### src/rtl/rr_arb_dff_stage.sv
// -----------------------------------------------------------------------------
// rr_arb_dff_stage
//
// Round-robin arbiter feeding a single registered output stage. Up to NUM_REQ
// requesters offer beats; one is granted per cycle whenever the output
// register can take a beat. The winning payload and its requester index are
// captured one cycle later.
//
// Handshake: a beat moves across an interface on a clock edge when its valid
// and ready are both high at that edge. Upstream, iRdy[k] is high only for the
// granted requester and only when the output register can load
// (load = ~oVld | oRdy). Downstream, the held beat leaves on oVld & oRdy.
// A valid beat is never dropped or changed while it is stalled.
//
// Parameters
//   NUM_REQ  : number of requesters (2..16)
//   WIDTH    : payload width
//   INI_DATA : reset value of oDat
//
// Ports
//   clk      : clock, all state updates on the rising edge
//   rst_n    : synchronous active-low reset
//   iVld     : per-requester valid
//   iDat     : per-requester payload, packed [NUM_REQ-1:0][WIDTH-1:0]
//   iRdy     : per-requester accept (one-hot or zero)
//   oVld     : output register holds a valid beat
//   oDat     : payload of the held beat
//   oIdx     : requester index of the held beat
//   oRdy     : downstream accept
//   dbg_ptr  : current round-robin pointer (observation only)
// -----------------------------------------------------------------------------
module rr_arb_dff_stage #(
   parameter int                NUM_REQ  = 4,
   parameter int                WIDTH    = 8,
   parameter logic [WIDTH-1:0]  INI_DATA = '0,
   localparam int               IDX_W    = $clog2(NUM_REQ)
) (
   input  logic                            clk,
   input  logic                            rst_n,
   input  logic [NUM_REQ-1:0]              iVld,
   input  logic [NUM_REQ-1:0][WIDTH-1:0]   iDat,
   output logic [NUM_REQ-1:0]              iRdy,
   output logic                            oVld,
   output logic [WIDTH-1:0]                oDat,
   output logic [IDX_W-1:0]                oIdx,
   input  logic                            oRdy,
   output logic [IDX_W-1:0]                dbg_ptr
);

   // Elaboration-time parameter sanity check.
   if (NUM_REQ < 2 || WIDTH < 1) begin : g_param_check
`ifdef CHECK_ERR_EXIT
      $fatal(1, "rr_arb_dff_stage: illegal parameters NUM_REQ=%0d WIDTH=%0d", NUM_REQ, WIDTH);
`else
      $error("rr_arb_dff_stage: illegal parameters NUM_REQ=%0d WIDTH=%0d", NUM_REQ, WIDTH);
`endif
   end

   localparam logic [IDX_W-1:0] LAST_IDX = IDX_W'(NUM_REQ - 1);

   logic              ovld_q, ovld_d;
   logic [WIDTH-1:0]  odat_q, odat_d;
   logic [IDX_W-1:0]  oidx_q, oidx_d;
   logic [IDX_W-1:0]  ptr_q,  ptr_d;

   logic              load;
   logic              gnt_found;
   logic [IDX_W-1:0]  gnt_idx;
   logic [IDX_W-1:0]  cand_idx;

   // The register can take a new beat when empty or when its beat leaves now.
   assign load = ~ovld_q | oRdy;

   // Rotating priority search: ptr has highest priority, then ptr+1, ...,
   // wrapping modulo NUM_REQ. The first valid candidate wins.
   always_comb begin
      gnt_found = 1'b0;
      gnt_idx   = '0;
      cand_idx  = '0;
      for (int j = 0; j < NUM_REQ; j++) begin
         cand_idx = IDX_W'((int'(ptr_q) + j) % NUM_REQ);
         if (!gnt_found && iVld[cand_idx]) begin
            gnt_found = 1'b1;
            gnt_idx   = cand_idx;
         end
      end
   end

   // Accept only outside reset, so nothing is consumed from upstream while the
   // stage is being cleared.
   always_comb begin
      iRdy = '0;
      if (rst_n && load && gnt_found) begin
         iRdy[gnt_idx] = 1'b1;
      end
   end

   always_comb begin
      ovld_d = ovld_q;
      odat_d = odat_q;
      oidx_d = oidx_q;
      ptr_d  = ptr_q;
      if (load) begin
         if (gnt_found) begin
            ovld_d = 1'b1;
            odat_d = iDat[gnt_idx];
            oidx_d = gnt_idx;
            // Winner drops to lowest priority; the pointer never leaves 0..NUM_REQ-1.
            ptr_d  = (gnt_idx == LAST_IDX) ? '0 : gnt_idx + 1'b1;
         end else begin
            // Drain: payload, index and pointer keep their last values.
            ovld_d = 1'b0;
         end
      end
   end

   always_ff @(posedge clk) begin
      if (!rst_n) begin
         ovld_q <= 1'b0;
         odat_q <= INI_DATA;
         oidx_q <= '0;
         ptr_q  <= '0;
      end else begin
         ovld_q <= ovld_d;
         odat_q <= odat_d;
         oidx_q <= oidx_d;
         ptr_q  <= ptr_d;
      end
   end

   assign oVld    = ovld_q;
   assign oDat    = odat_q;
   assign oIdx    = oidx_q;
   assign dbg_ptr = ptr_q;

endmodule

### config.mk
export PLATFORM = sky130hd
export DESIGN_NAME = rr_arb_dff_stage
export DESIGN_NICKNAME = d
export VERILOG_FILES = /design/src/rtl/rr_arb_dff_stage.sv
export SDC_FILE = /design/constraint.sdc
export NUM_CORES = 1
export LEC_CHECK = 0
export CAP_MARGIN = 40
export CORE_MARGIN = 4
export CORE_UTILIZATION = 30
export DETAILED_ROUTE_END_ITERATION = 12
export GPL_TIMING_DRIVEN = 1
export MAX_ROUTING_LAYER = met4
export PLACE_DENSITY = 0.78
export SYNTH_ARGS = -nofsm -noshare
export SYNTH_HDL_FRONTEND = slang
export SYNTH_SLANG_ARGS = --single-unit
### constraint.sdc
create_clock -name clk -period 1.5 [get_ports clk]
set_input_delay 0.3 -clock clk [delete_from_list [all_inputs] [get_ports clk]]
set_output_delay 0.3 -clock clk [all_outputs]
set_load 0.02 [all_outputs]
==> metrics.yaml <==
num_rows: 18
hold_viol: 0
diodes: 0
grt_max_degree: 10
final-seq-area_um2: 265
cts.root.buffer_cell: "clkbuf_4"
drive_above_1_share_pct: 30.4
via_per_inst: 5.05
synth-async-reset-ratio_pct: 0
max_slew.worst_pin.slew_ns: 0.285
worst-setup-path-type: "reg -> out"
synth_compound_area_share_pct: 21.3
rsz0062_at_grt: "yes"
synth.most_common_cell: "mux2i_1"
cts.clk_slew.worst_paths_ns: 0.08
hold_path.class: "reg -> reg"
fill_cells: 213
syn_area_per_cell_um2: 9.06
drc: 0
drt_iter0_markers: 24
antenna_found_initial: 0
holdBufCountCts: 0
ys_top_cells_by_count: "mux2i_1, dfxtp_1, nand2_1"
hpwlAfterDp_um: 2220
multi_input_area_um2: 571
end_kind: "output pin"
drv_slew: 0
startpoint_type: "flip-flop"
synth_top_family_by_area: "multiplexers"
final.min_clock_period_ns: 1.93
grt_pass1_wl_um: 4330
dpl_cell_area_um2: 1510
totalWireLength_um: 2770
synthMuxAreaShare_pct: 21.8
worst_slack_ns: -0.432
maxCapViolCount: 0
antenna_left: 0
vias: 965
first_global_vias: 963
synth-edff-count: 0
finClkSkew_ns: 0.00118
clk-insertion-delay-late_ns: 0.27
peakVddDrop_v: 0.000496
die_height_um: 59.0
synth_flop_cell: "dfxtp_1"
io_pins: 56
clock-sinks: 13
syn-num-nets: 126
finalCritPeriodShare_pct: 129
violations: "negative setup slack"
finalInstanceArea_um2: 1610
h-tree-depth: 1
fp.coreArea_um2: 2480
syn_inst: 86
wire_per_inst_um: 14.5
ys_seq_elements: 13
io_buffers: 55
synth_top_cell_by_area: "dfxtp_1"
dieWidth_um: 59.0
finalWeightedCongestion: 0.803
post-route-util_pct: 65.2
tritoncts: "done"
syn2layout_area_growth_pct: 107
numCtsBuffers: 3
dp_cells: 184
slew_headroom_pct: 80.9
drt_first_pass_iters: 4
synth_xor_area_share_pct: 0
synth_warnings: 0
cts.path.max_buffers: 2
track_usage_pct: 16.6
synthAdderAreaFrac_pct: 1.61
ys_seq_area_share_pct: 33.4
crit_fanout: 4
critPathRequiredTime_ns: 1.20
setup_viol: 12
overflow: 0
netlist_area_um2: 779
arrival_ns: 1.63
fin_nets: 202
fmax_ghz: 0.518
p_per_area_nw_per_um2: 790
synth-simple-area-share_pct: 15.1
status: "complete, but fails checks"
instances_no_fill: 191
die-area_um2: 3480
synthTopCellsByArea: "dfxtp_1, mux2i_1, o221ai_1"
synth_top_area_share_pct: 33.4
ys_types: 20
tns_ns: -3.13
p_leak_nw: 0.708
start_util_pct: 31.5
==> worst max-delay path: stages, from the launching register on <==
cell	delay (ns)
dfxtp_4	0.37
buf_6	0.12
a21o_1	0.15
a21oi_2	0.11
o22a_2	0.21
ha_4	0.13
and3_4	0.16
buf_6	0.11
==> cells by family (layout without fill, tap and decap cells) <==
| logic type | after synthesis | after routing |
|---|---|---|
| AOI/OAI and AO/OA | 21 | 21 |
| muxes | 17 | 17 |
| and+or+nand+nor | 25 | 25 |
| DFF | 13 | 13 |
| adders and majority gates | 1 | 1 |
| buffers and inverters | 9 | 84 |
==> cell usage in the layout (no fill, tap or decap) <==
master / n
nand3_2: 1
o211ai_2: 1
buf_6: 6
and3_1: 1
a21oi_2: 3
nor2_4: 3
dfxtp_1: 11
o22a_2: 1
a21boi_1: 1
mux2i_1: 15
clkdlybuf4s50_1: 34
dlygate4sd2_1: 13
o32ai_4: 1
dlymetal6s2s_1: 1
clkbuf_2: 3
clkbuf_4: 3
nand2_1: 9
buf_8: 1
dfxtp_4: 1
nor4_4: 1
mux2i_4: 1
o221ai_1: 8
a21boi_0: 3
and3_4: 1
nor2_2: 1
buf_4: 18
ha_4: 1
dfxtp_2: 1
mux2i_2: 1
a21oi_1: 1
inv_1: 4
nand3_1: 8
a21o_1: 2
clkbuf_1: 1
==> cell type report <==
cell class                 count  share of cell area [%]
timing repair buffer          76                    43.3
tap                           30                    2.33
sequential                    13                    16.4
clock buffer                   4                    1.63
multi-input combinational     64                    35.3
inverter                       4                   0.930
==> repair_timing <==
action,CTS,global route
pin swaps,7,3
endpoints found under the setup margin,29,15
gates resized for setup,51,12
setup buffers,3,1
hold endpoints to repair,0,0
==> stage by stage <==
step	total power, W	hold slack, ns	setup slack [ns]
5_1_grt	0.00135	0.521	-0.506
4_1_cts	0.00127	0.482	-0.462
3_5_place_dp	0.00105	0.473	-1.10
6_report	0.00127	0.476	-0.432
3_3_place_gp	0.00103	0.466	-1.06
2_1_floorplan	0.000739	0.516	-0.109
==> report_power, final <==
group          switching, W  internal (W)  total (W)
Combinational      0.000291      0.000340   0.000631
Clock              0.000108      0.000103   0.000211
Sequential        0.0000359      0.000397   0.000432
==> layer usage <==
layer | vias to the layer above | global-route usage (%) | share of wire (%)
met4 | 0 | 9.06 | 2.6
met5 | - | - | 0
met1 | 444 | 18.9 | 40
met3 | 6 | 1.96 | 7.2
li1 | 476 | - | -
met2 | 39 | 28.1 | 50
==> final timing paths <==
path | slack, ns | startpoint | cells past startpoint | to
worst max-delay path | -0.43 | dbg_ptr[1] | 7 | iRdy[3]
worst min register to register | 0.48 | oIdx[1] | 2 | oIdx[1]
worst max register to register | -0.24 | dbg_ptr[1] | 8 | oDat[7]
worst min-delay path | 0.48 | oIdx[1] | 2 | oIdx[1]
==> state kept, by name, indices dropped and copies added, names as in the netlist <==
register,cells
oIdx,2
oDat,8
dbg_ptr,2
oVld,1
(Power assumes the default switching activity.)
